### config.mk
export PLATFORM = sky130hd
export DESIGN_NAME = if_id_buffer
export DESIGN_NICKNAME = d
export VERILOG_FILES = /design/src/rtl/if_id_buffer_pkg.sv /design/src/rtl/if_id_buffer.sv
export SDC_FILE = /design/constraint.sdc
export NUM_CORES = 1
export LEC_CHECK = 0
export CAP_MARGIN = 10
export CORE_MARGIN = 8
export CORE_UTILIZATION = 50
export DETAILED_ROUTE_END_ITERATION = 12
export PLACE_DENSITY_LB_ADDON = 0.1
export SKIP_LAST_GASP = 1
export SYNTH_ARGS = -nofsm -noshare
export SYNTH_HDL_FRONTEND = slang
export SYNTH_SLANG_ARGS = --single-unit
### constraint.sdc
create_clock -name clk -period 15.1 [get_ports clk]
set_input_delay 3.02 -clock clk [delete_from_list [all_inputs] [get_ports clk]]
set_output_delay 3.02 -clock clk [all_outputs]
set_load 0.02 [all_outputs]
### src/rtl/if_id_buffer_pkg.sv
// Shared IF/ID types: the buffered word layout and the NOP driven when empty.
package if_id_buffer_pkg;

  localparam int INSTR_W  = 32;
  localparam int BUNDLE_W = 26;

  // ori $zero,$zero,0 -- architecturally a no-op, shown to decode when empty
  localparam logic [INSTR_W-1:0] NOP_INSTR = 32'h3400_0000;

  typedef struct packed {
    logic [INSTR_W-1:0]  instr;
    logic [BUNDLE_W-1:0] bundle;
    logic [INSTR_W-1:0]  pc_seq;
  } if_id_word_t;

endpackage

### src/rtl/if_id_buffer.sv
// Two-entry IF/ID skid buffer: head slot feeds decode, skid slot absorbs one
// extra fetched word while decode stalls. Flush drops everything held.
module if_id_buffer #(
  parameter int DATA_W      = 32,
  parameter int BUNDLE_W    = 26,
  parameter int STALL_CNT_W = 16
) (
  input  logic                   clk,
  input  logic                   reset,
  input  logic [DATA_W-1:0]      instr_in,
  input  logic [BUNDLE_W-1:0]    bundle_in,
  input  logic [DATA_W-1:0]      pc_seq_in,
  input  logic                   in_valid,
  output logic                   in_ready,
  input  logic                   flush,
  output logic [DATA_W-1:0]      instruction_out,
  output logic [BUNDLE_W-1:0]    bundle_out,
  output logic [DATA_W-1:0]      pc_seq_out,
  output logic                   out_valid,
  input  logic                   out_ready,
  output logic [STALL_CNT_W-1:0] stall_count
);

  import if_id_buffer_pkg::*;

  if_id_word_t head_q, head_d;
  if_id_word_t skid_q, skid_d;
  logic        head_vld_q, head_vld_d;
  logic        skid_vld_q, skid_vld_d;
  logic [STALL_CNT_W-1:0] stall_cnt_q, stall_cnt_d;

  logic        push;
  logic        pop;
  if_id_word_t in_word;

  // Skid is only ever filled behind a valid head, so count==2 means both valid.
  assign in_ready = !(head_vld_q && skid_vld_q);
  assign push     = in_valid && in_ready;
  assign pop      = head_vld_q && out_ready;

  assign in_word.instr  = instr_in;
  assign in_word.bundle = bundle_in;
  assign in_word.pc_seq = pc_seq_in;

  // Outputs come straight from registered state; empty shows NOP / zeros.
  assign out_valid       = head_vld_q;
  assign instruction_out = head_vld_q ? head_q.instr  : NOP_INSTR;
  assign bundle_out      = head_vld_q ? head_q.bundle : '0;
  assign pc_seq_out      = head_vld_q ? head_q.pc_seq : '0;
  assign stall_count     = stall_cnt_q;

  // Next-state for slot contents, slot valids and the saturating stall counter.
  always_comb begin
    head_d      = head_q;
    skid_d      = skid_q;
    head_vld_d  = head_vld_q;
    skid_vld_d  = skid_vld_q;
    stall_cnt_d = stall_cnt_q;

    if (flush) begin
      // A concurrent pop counts as done and a concurrent push is dropped.
      head_vld_d = 1'b0;
      skid_vld_d = 1'b0;
    end else begin
      if (pop) begin
        if (skid_vld_q) begin
          head_d     = skid_q;
          head_vld_d = 1'b1;
          skid_vld_d = 1'b0;
        end else begin
          head_vld_d = 1'b0;
        end
      end
      if (push) begin
        // Head takes the word if it is free now or vacated by this pop.
        if (!head_vld_q || (pop && !skid_vld_q)) begin
          head_d     = in_word;
          head_vld_d = 1'b1;
        end else begin
          skid_d     = in_word;
          skid_vld_d = 1'b1;
        end
      end
    end

    // Stall statistic survives flush; only reset clears it.
    if (head_vld_q && !out_ready && (stall_cnt_q != {STALL_CNT_W{1'b1}}))
      stall_cnt_d = stall_cnt_q + {{(STALL_CNT_W-1){1'b0}}, 1'b1};
  end

  // Control state: slot valids and stall counter, cleared by reset.
  always_ff @(posedge clk) begin
    if (reset) begin
      head_vld_q  <= 1'b0;
      skid_vld_q  <= 1'b0;
      stall_cnt_q <= '0;
    end else begin
      head_vld_q  <= head_vld_d;
      skid_vld_q  <= skid_vld_d;
      stall_cnt_q <= stall_cnt_d;
    end
  end

  // Slot payloads: no reset needed, outputs are masked by the valid bits.
  always_ff @(posedge clk) begin
    head_q <= head_d;
    skid_q <= skid_d;
  end

endmodule
# Word-level counts from Yosys, hierarchy flattened
# Index checks and enable logic that the tools add are counted.
# totals
register_bits	198
wordCells	40
# classes
add_sub_neg	1
n_eq_ne	1
muxes	14
bitwise_logic	2
reduce_logical	13
# ops
cell	n
$mux W90	4
$mux W32	2
$mux W26	1
$add A16 B1 Y16 const B	1
$ne A16 B16 Y1 const B	1
$mux W1	7
$logic_and A1 B1 Y1	6
$logic_not A1 Y1	4
$reduce_and A3 Y1	1
$not A1 Y1	2
$reduce_or A2 Y1	1
$logic_or A1 B1 Y1	1

# Longest topological paths before layout
# Gate-level depths: netlist (run 1).
# depth
depth_word	5
depth_mapped	7
depth_no_buf	5

# Least setup slack after synthesis (run 1)
# Ideal clock, no wire load.
# synth_timing
path_kind	input-to-reg
from	in out_ready
to	reg skid_q[0] in the netlist's numbering, enable pin
setup_ns	0.791
arrival_ns	12.434
required_ns	14.309
path_slack_ns	1.875
path_stages	3
cell_sequence	nand2b_4 > buf_6 > nor4b_1
# synth_between
elab_chain_cells	5
# synth_rtl
element	line_no	rtl
start: declaration	if_id_buffer.sv:20	input logic out_ready,
$logic_and A1 B1 Y1	if_id_buffer.sv:39	assign pop = head_vld_q && out_ready;
$logic_and A1 B1 Y1	if_id_buffer.sv:76	if (!head_vld_q || (pop && !skid_vld_q)) begin
$logic_or A1 B1 Y1	if_id_buffer.sv:76	
$not A1 Y1 (no line)	--	
$reduce_and A3 Y1 (no line)	--	
end signal: assignment	if_id_buffer.sv:107	skid_q <= skid_d;
end: declaration	if_id_buffer.sv:27	if_id_word_t skid_q, skid_d;
# Every way passes these cells.
# A chain may end at the register's enable or synchronous reset.

# Worst setup path after layout (run 1)
# layout_timing
from	reg head_vld_q (netlist: out_valid)
to	out bundle_out[21]
# layout_between
elab_chain_cells	1
# layout_rtl
element	line_no	rtl
start: declaration	if_id_buffer.sv:28	logic head_vld_q, head_vld_d;
start signal: assignment	if_id_buffer.sv:98	head_vld_q <= head_vld_d;
$mux W26	if_id_buffer.sv:48	assign bundle_out = head_vld_q ? head_q.bundle : '0;
end: declaration	if_id_buffer.sv:17	output logic [BUNDLE_W-1:0] bundle_out,
# Every way passes these cells.

==> flow_summary.json, run 1 <==
{
  "grtUsageMet3_pct": 4.68,
  "num_rows": 48,
  "ir_drop_uv": 82.8,
  "rsz0062_at_grt": "false",
  "ios": 203,
  "fin_crit_sh_pct": 36.9,
  "grt_antenna_before_repair": 0,
  "die_h_um": 149,
  "die_x_um": 149,
  "cts-root-buf": "clkbuf_16",
  "synth_nets": 786,
  "final_area_um2": 11600,
  "grt_first_pass_wirelength_mm": 32.3,
  "antenna_cells": 0,
  "grt.total_usage_pct": 18.4,
  "critical_path_class": "reg -> out",
  "worstRegToRegCells": 4,
  "synthArstFlopShare_pct": 0,
  "num_vias": 5907,
  "required_ns": 12.08,
  "cts_setup_buffers": 0,
  "synth_cell_type_count": 40,
  "power_density_nw_per_um2": 104,
  "synth_area_leaders": "edfxtp_1 (62%), mux2i_1 (10%), and2_1 (6.2%), nand2_1 (4.1%), dfxtp_1 (4.1%)",
  "cts-resized-gates": 0,
  "fin_skew_ns": 0.0125,
  "total_power_mw": 1.20,
  "grt_overflow_total": 0,
  "ys_seq_area_share_pct": 65.6,
  "setup_viol": 0,
  "cp.arrival_ns": 2.55,
  "yosysWarnings": 0,
  "clkSlewWorstSetupHoldPaths_ns": 0.07,
  "grtUsageMet2_pct": 31.6,
  "r2r-start": "out_valid",
  "worst_slew_pin_slew_ns": 0.866,
  "dpl.hpwl_mm": 13.1,
  "port_buffers": 202,
  "finalMaxSlewViolations": 0,
  "fin_setup_tns_ns": 0,
  "synth-seq-cells": 198,
  "place_congestion": 0.782,
  "synth.top_cells.by_count": "edfxtp_1 (180), nand2_1 (97), mux2i_1 (90), and2_1 (87), o21ai_0 (50)",
  "synth_top_area_share_pct": 61.5,
  "yosysMostFrequentCell": "edfxtp_1",
  "dp_slack_ns": 9.37,
  "reg2reg_to": "head_q[16]",
  "area_growth_pct": 31.7,
  "status": "completed",
  "wirelength_mm": 20.2,
  "placed_area_um2": 11000,
  "final_nets": 970,
  "max_stage_delay_ns": 0.68,
  "critPathSlowestCell": "buf_4",
  "grt_pass1_vias": 6212,
  "synth_cells": 690,
  "drt-vias-per-instance": 5.31,
  "max-slew-margin-rel_pct": 42.3,
  "yosysTopAreaCell": "edfxtp_1",
  "start_kind": "flop",
  "synth_ff_type": "edfxtp_1",
  "grt_max_degree": 95,
  "min_path_type": "reg -> reg",
  "wire_per_inst_um": 18.1,
  "drtIter0Drc": 447,
  "period_needed_ns": 5.57,
  "critical_path_buf_inv_count": 2,
  "hp-start": "stall_count[7]",
  "holdBufCountCts": 0,
  "start_util_pct": 51.0,
  "crit_family": "buffers and inverters",
  "cts_num_sinks": 198,
  "core-area_um2": 17200,
  "die_area_um2": 22100,
  "worst_slack_ns": 9.53,
  "crit_fanout": 91,
  "drtPass1Iterations": 5,
  "detail-route-antenna-nets": 0,
  "busiest_layer": "met2",
  "cts_max_path_buffers": 2,
  "leakagePower_nw": 4.56,
  "grt_use_met1_pct": 22.5,
  "hold_viol": 0,
  "cts_buffers": 17,
  "endpoint_kind": "output port",
  "clock_latency_ns": 0.44,
  "synth_edf_count": 180,
  "whs_ns": 0.516,
  "synth_area_per_cell_um2": 12.7,
  "r2r_slack_ns": 12.55,
  "hold_depth": 2,
  "holdPathEnd": "stall_count[7]",
  "drive_above_1_share_pct": 5.52,
  "syn-cell-area_um2": 8790,
  "fmax_ghz": 0.179,
  "tritoncts": "yes",
  "drc": 0,
  "cp_cell_sequence": "buf_4 -> and2_1 -> clkdlybuf4s50_1",
  "max_cap_viol_count": 0,
  "cts_max_level": 4
}
## layout by cell type (no fill, tap or decap), types with 2 or more instances in the layout
cell	instances
nand3_1	4
nand2b_1	4
mux2_1	3
clkinv_4	2
o31ai_1	3
inv_6	3
mux2i_1	90
or3_1	6
o21ai_0	50
nand4_1	4
nor2b_1	4
and2_1	87
nor4_1	3
or4_1	3
o21ai_1	46
buf_4	8
inv_8	7
dfxtp_1	17
clkdlybuf4s50_1	202
nor3_1	4
and4_1	2
clkbuf_16	17
nand2_1	97
edfxtp_1	180
nor2_1	5
and3_1	2
a21oi_1	13
## logic make-up (layout without fill, tap and decap cells)
kind of cell,after synthesis,after routing,synth area share (%)
compound gates,119,119,7.20
fa+ha+maj,1,1,0.142
buf+inv,47,244,2.52
flops,198,198,65.6
mux,93,93,10.6
simple gates,232,232,13.9
## registers in the layout (all words and copies together), names as in the netlist
name         cells
head_q          90
skid_q          90
stall_count     16
out_valid        1
skid_vld_q       1
## worst register-to-register path: cells and delay by family, from the launching register on
family | cells | cell delay, ns
AOI/OAI and AO/OA | 1 | 0.09
and+or+nand+nor | 1 | 0.64
buffers and inverters | 1 | 0.83
DFF | 1 | 0.39
muxes | 1 | 0.32
## per-layer routing
metal | part of all wire [%] | vias up
li1 | - | 2881
met1 | 43 | 2832
met2 | 50 | 177
met3 | 6.3 | 17
met4 | 1.1 | 0
met5 | 0 | -
## where the power goes
| part | internal [mW] | leakage [nW] | switching (mW) |
|---|---|---|---|
| Combinational | 0.0531 | 2.41 | 0.0544 |
| Clock | 0.239 | 0.295 | 0.221 |
| Sequential | 0.624 | 1.85 | 0.0101 |
## area by class of cell
type,instances,area [µm²]
Fill cell,1278,5670
Clock buffer,17,425
Clock inverter,15,176
Inverter,2,10.0
Multi-Input combinational cell,445,2830
Tap cell,225,282
Sequential cell,198,5770
Timing Repair Buffer,210,2080
## how the worst max path moves through the flow
stage | startpoint | to | cells after the start
finish | out_valid | bundle_out[21] | 3
global route | out_valid | instruction_out[18] | 3
CTS | out_valid | bundle_out[21] | 3
detailed placement | out_ready | head_q[16] | 5
global placement | out_ready | head_q[89] | 5
floorplan | out_ready | skid_q[0] | 3
## through the flow
step                      std cells  utilization (%)
after floorplan                 690                -
after global placement         1080             63.6
after detailed placement       1080             63.6
after CTS                      1112             67.1
after global routing           1112             67.1
final                          1112             67.1
Note: power is estimated with default switching activity, not from simulation.
==> inputs of run 2 (changes only) <==
==> constraint.sdc (replaced) <==
create_clock -name clk -period 5.18 [get_ports clk]
set_input_delay 1.036 -clock clk [delete_from_list [all_inputs] [get_ports clk]]
set_output_delay 1.036 -clock clk [all_outputs]
set_load 0.02 [all_outputs]
==> flow_summary.json, run 2 (same netlist as run 1, synthesis figures left out) <==
{
  "status": "completed",
  "max_cap_viol_count": 0,
  "holdBufCountCts": 0,
  "cts-resized-gates": 0,
  "leakagePower_nw": 4.57,
  "min_path_type": "reg -> reg",
  "grt_first_pass_wirelength_mm": 33.2,
  "fmax_ghz": 0.266,
  "fin_setup_tns_ns": 0,
  "p_seq_share_pct": 53.7,
  "critical_path_class": "reg -> out",
  "critPathSlowestCell": "dfxtp_2",
  "core-area_um2": 17200,
  "tritoncts": "yes",
  "grt_max_degree": 91,
  "drtIter0Drc": 489,
  "grt.total_usage_pct": 19.1,
  "die_area_um2": 22100,
  "pwr-share-clk_pct": 37.0,
  "grt_pass1_vias": 6196,
  "cts_setup_buffers": 0,
  "area_growth_pct": 32.0,
  "cts-root-buf": "clkbuf_16",
  "detail-route-antenna-nets": 0,
  "worstRegToRegCells": 4,
  "ios": 203,
  "power_density_nw_per_um2": 297,
  "final_util_pct": 67.3,
  "num_vias": 5968,
  "drtPass1Iterations": 7,
  "final_nets": 974,
  "cts_buffers": 17,
  "dp_slack_ns": 1.66,
  "cp.arrival_ns": 2.72,
  "swShare_pct": 23.0,
  "setup.worst_path.start": "out_valid",
  "die_h_um": 149,
  "grt_antenna_before_repair": 0,
  "num_rows": 48,
  "whs_ns": 0.540,
  "r2r-start": "out_valid",
  "start_util_pct": 51.0,
  "place_congestion": 0.772,
  "drive_above_1_share_pct": 5.84,
  "port_buffers": 202,
  "rsz0062_at_grt": "false",
  "crit_fanout": 70,
  "die_x_um": 149,
  "cts_max_level": 4,
  "grt_overflow_total": 0,
  "p_int_mw": 2.66,
  "required_ns": 4.14,
  "p_sw_uw": 792,
  "cts_max_path_buffers": 2,
  "total_power_mw": 3.45,
  "period_needed_ns": 3.75,
  "finalMaxSlewViolations": 0,
  "cts_num_sinks": 198,
  "max-slew-margin-rel_pct": 40.0,
  "drt-vias-per-instance": 5.35,
  "worst_slack_ns": 1.43,
  "wire_per_inst_um": 18.9,
  "max_stage_delay_ns": 0.73,
  "setup_viol": 0,
  "r2r_slack_ns": 2.53,
  "layout_commonest_cell": "clkdlybuf4s50_1",
  "start_kind": "flop",
  "crit_path_end": "instruction_out[22]",
  "antenna_cells": 0,
  "dpl.hpwl_mm": 14.1,
  "cp_cell_sequence": "buf_4 -> and2_1 -> clkdlybuf4s50_1",
  "hold_viol": 0,
  "wirelength_mm": 21.1,
  "drc": 0,
  "fillers": 1264,
  "clock_latency_ns": 0.42,
  "final_cell_mix": "clkdlybuf4s50_1 (202), edfxtp_1 (180), nand2_1 (97), mux2i_1 (90), and2_1 (87)",
  "pwr-share-comb_pct": 9.2,
  "clkSlewWorstSetupHoldPaths_ns": 0.07,
  "fin_skew_ns": 0.00732,
  "fin_crit_sh_pct": 72.5,
  "endpoint_kind": "output port",
  "reg2reg_to": "head_q[19]",
  "worst_slew_pin_slew_ns": 0.893,
  "ir_drop_uv": 248
}
run 2: cell types whose count changed in the layout (fill, tap and decap cells not counted), sizes merged:
| cell | delta |
|---|---|
| clkinvlp | +1 |
| buf | +4 |
| inv | -4 |
| clkinv | +3 |
run 2: metal layers:
metal | routed length (µm) | track usage (%)
met4 | 127 | 5.15
met2 | 10500 | 32.3
met3 | 1370 | 4.92
met5 | 0 | 0
met1 | 9140 | 23.8
run 2: how the worst min path moves through the flow:
stage                               start               to  slack (ns)  depth (start not counted)
after floorplan                skid_vld_q       skid_vld_q        0.55                          2
after global placement     stall_count[3]   stall_count[3]        0.51                          2
after detailed placement  stall_count[12]  stall_count[12]        0.53                          2
after CTS                 stall_count[12]  stall_count[12]        0.54                          2
after global routing      stall_count[12]  stall_count[12]        0.57                          2
final                     stall_count[12]  stall_count[12]        0.54                          2
run 2: power groups by stage:
stage                     clock [mW]  sequential (mW)  combinational (mW)
after floorplan                    0             1.88               0.156
after global placement             0             1.88               0.310
after detailed placement           0             1.89               0.320
after CTS                       1.31             1.85               0.321
after global routing            1.37             1.86               0.348
final                           1.28             1.85               0.319
run 2: area by class of cell:
type	count	area, µm²	share of cell area [%]
well taps	225	282	2.43
repair buffers	214	2140	18.4
clock buffers	17	425	3.67
inverters	2	10.0	0.0863
flip-flops and latches	198	5770	49.7
multi-input cells	445	2840	24.4
clock inverters	15	146	1.26
run 2: critical path: cells and delay by family (launching register included):
kind	cells	cell delay, ns
buf+inv	2	1.26
flops	1	0.73
simple gates	1	0.29
run 2: through the flow:
| stage | cell area [µm²] | instances |
|---|---|---|
| after floorplan | 8800 | 690 |
| after global placement | 11000 | 1084 |
| after detailed placement | 11000 | 1084 |
| after CTS | 11600 | 1116 |
| after global routing | 11600 | 1116 |
| final | 11600 | 1116 |
==> edit, RTL diff (config.mk and constraints of run 1) <==
Reset style: asynchronous (`reset`), changed in one clocked block.
--- a/src/rtl/if_id_buffer.sv
+++ b/src/rtl/if_id_buffer.sv
@@ -89,7 +89,7 @@
   end
 
   // Control state: slot valids and stall counter, cleared by reset.
-  always_ff @(posedge clk) begin
+  always_ff @(posedge clk or posedge reset) begin
     if (reset) begin
       head_vld_q  <= 1'b0;
       skid_vld_q  <= 1'b0;
Function: differs if reset is asserted again (counterexample within 4 cycles, from zero or initial values and one cycle with reset high); with reset held inactive, the same outputs for 4 cycles.
==> edit against run 1 <==
  * Maximum frequency is 4.6% lower
  * Largest power group unchanged
  * Highest routed layer unchanged
  * Area after synthesis is 0.50% higher
  * Power increased by 6.0%
  * Design area grew 0.21%
  * Combinational power rose by 62%
  * Cell count is 1.3% lower
  * Die area is 0.44% higher
  * Wire length shrank 0.15%
  * Register-to-register slack worse by 0.90 ns
  * Global-route usage shrank 0.41 points
  * Worst setup slack worse by 0.27 ns
  * Critical endpoint is now head_q[2]
  * Sequential cell count did not move
  * Clock skew fell by 0.0048 ns
==> edit: results (changes against run 1) <==
metric	value	unit	change
met2 Track Usage GR	29.8	%	-1.8 points
port bufs	202		unchanged
Peak VDD IR	0.0751	mV	-9.3%
R2R setup slack	11.65	ns	-0.90 ns
slowest stage delay, CP	1.03	ns	+0.35 ns
dpl cells	1065		-1.4%
initial antenna violation count	0		unchanged
number of H-tree levels	4		unchanged
status	complete, no violations		
fraction of final layout cells sized beyond drive strength 1	6.08	%	+0.55 points
Iter 0 DRT Violations	353		-21%
worst r2r path cells	4		unchanged
Post-synth EDFFs	180		unchanged
Hold Path Class	flop to flop		
CTS Buf Count	17		unchanged
final WL	20100	um	-0.15%
syn nets	768		-2.3%
vias per inst	5.26		-0.95%
clk buf depth	2		unchanged
Hold WS	0.567	ns	+0.0506 ns
Clk Latency, worst-skew pair	0.43	ns	
Max Fclk	171	MHz	-4.6%
Post-CTS Setup Bufs	0		unchanged
Max FO, Critical Path	138		+52%
post-synthesis async set-or-reset flop share	9.09	%	+9.1 points
CTS resizes	0		unchanged
M3 GR Usage	5.16	%	+0.48 points
CP top delay family	buffers and inverters		
dpl ws	8.81	ns	-0.558 ns
top cells by count, synth	edfxtp_1, nand2_1, o21ai_0, mux2i_1, and2_1		
GR Layer Usage met1	22.5	%	-0.047 points
crit path DAT	5.96	ns	+3.41 ns
ant diodes	0		unchanged
Ys Warns	0		unchanged
CTS root buffer	clkbuf_16		
RePlAce Congestion	0.790		+0.95%
final setup fails	0		unchanged
Static Leak	4.71	nW	+3.2%
Internal Power	955	uW	+4.3%
register area share after synthesis	66.3	%	+0.69 points
Final Skew	0.00772	ns	-0.00483 ns
post-detail-place hpwl	13200	um	+0.69%
Worst path slowest cell	buf_4		
routed vias	5772		-2.3%
fin nets	955		-1.5%
synth unique cells	39		-2.5%
gr usage total	18.0	%	-0.41 points
vias in the first global route	6114		-1.6%
largest net degree at the start of global routing	139		+46%
syn_area_per_cell	13.1	um^2	+3.2%
drt first pass iters	4		-1
synth top area cells	edfxtp_1, mux2i_1, and2_1		
first-pass GRT wire length	31500	um	-2.4%
worst slew pin tran	1.18	ns	+0.318 ns
-- edit: cell count changes in the layout (fill, tap and decap cells not counted), moves of 6 or more --
cell,run 1,this run
dfxtp_1,17,0
or3_1,6,0
o21ai_0,50,92
dfrtp_1,0,17
o21ai_1,46,0
xor2_1,0,7
a21oi_1,13,7
-- edit: final cells by class --
type | instances | area [um^2]
Clock buffer | 19 | 433
Clock inverter | 13 | 139
Fill cell | 1266 | 5700
Inverter | 5 | 21.3
Multi-Input combinational cell | 429 | 2790
Sequential cell | 198 | 5860
Tap cell | 225 | 282
Timing Repair Buffer | 208 | 2070
-- edit: cells by family (layout without fill, tap and decap cells) --
| logic type | Yosys count | in the layout | synth area share [%] |
|---|---|---|---|
| flops | 198 | 198 | 66.3 |
| fa+ha+maj | 1 | 1 | 0.142 |
| compound gates | 107 | 107 | 6.43 |
| simple gates | 221 | 221 | 13.4 |
| mux | 93 | 93 | 10.6 |
| buf+inv | 45 | 245 | 2.35 |
| xor+xnor | 7 | 7 | 0.694 |
-- edit: tightest hold or removal path, cell delays in order, from the launching register on --
cell,delay [ns]
dfrtp_1,0.39
a41oi_1,0.06
nor2_1,0.08
-- edit: final timing paths --
path	startpoint	end
max	out_ready	head_q[2]
min	stall_count[5]	stall_count[5]
max reg2reg	out_valid	head_q[2]
min reg2reg	stall_count[5]	stall_count[5]
max in group asynchronous	reset	out_valid
min in group asynchronous	reset	skid_vld_q
-- edit: power by group through the flow --
| stage | Combinational [mW] | Sequential [mW] | Clock (mW) |
|---|---|---|---|
| finish | 0.175 | 0.659 | 0.440 |
| global route | 0.190 | 0.663 | 0.469 |
| CTS | 0.177 | 0.659 | 0.448 |
| detailed placement | 0.177 | 0.671 | 0 |
| global placement | 0.173 | 0.668 | 0 |
| floorplan | 0.0827 | 0.674 | 0 |
-- edit: metrics by stage --
step / instance area (um^2) / total power, mW / utilization [%]
floorplan: 8830 / 0.757 / -
global placement: 11000 / 0.841 / 63.7
detailed placement: 11000 / 0.847 / 63.7
CTS: 11600 / 1.28 / 67.0
global route: 11600 / 1.32 / 67.0
finish: 11600 / 1.27 / 67.0
-- edit: routing by layer --
layer  wire [um]  vias up
met3        1510       20
li1            -     2798
met1        8370     2774
met2       10000      180
met4         255        0
met5           0        -
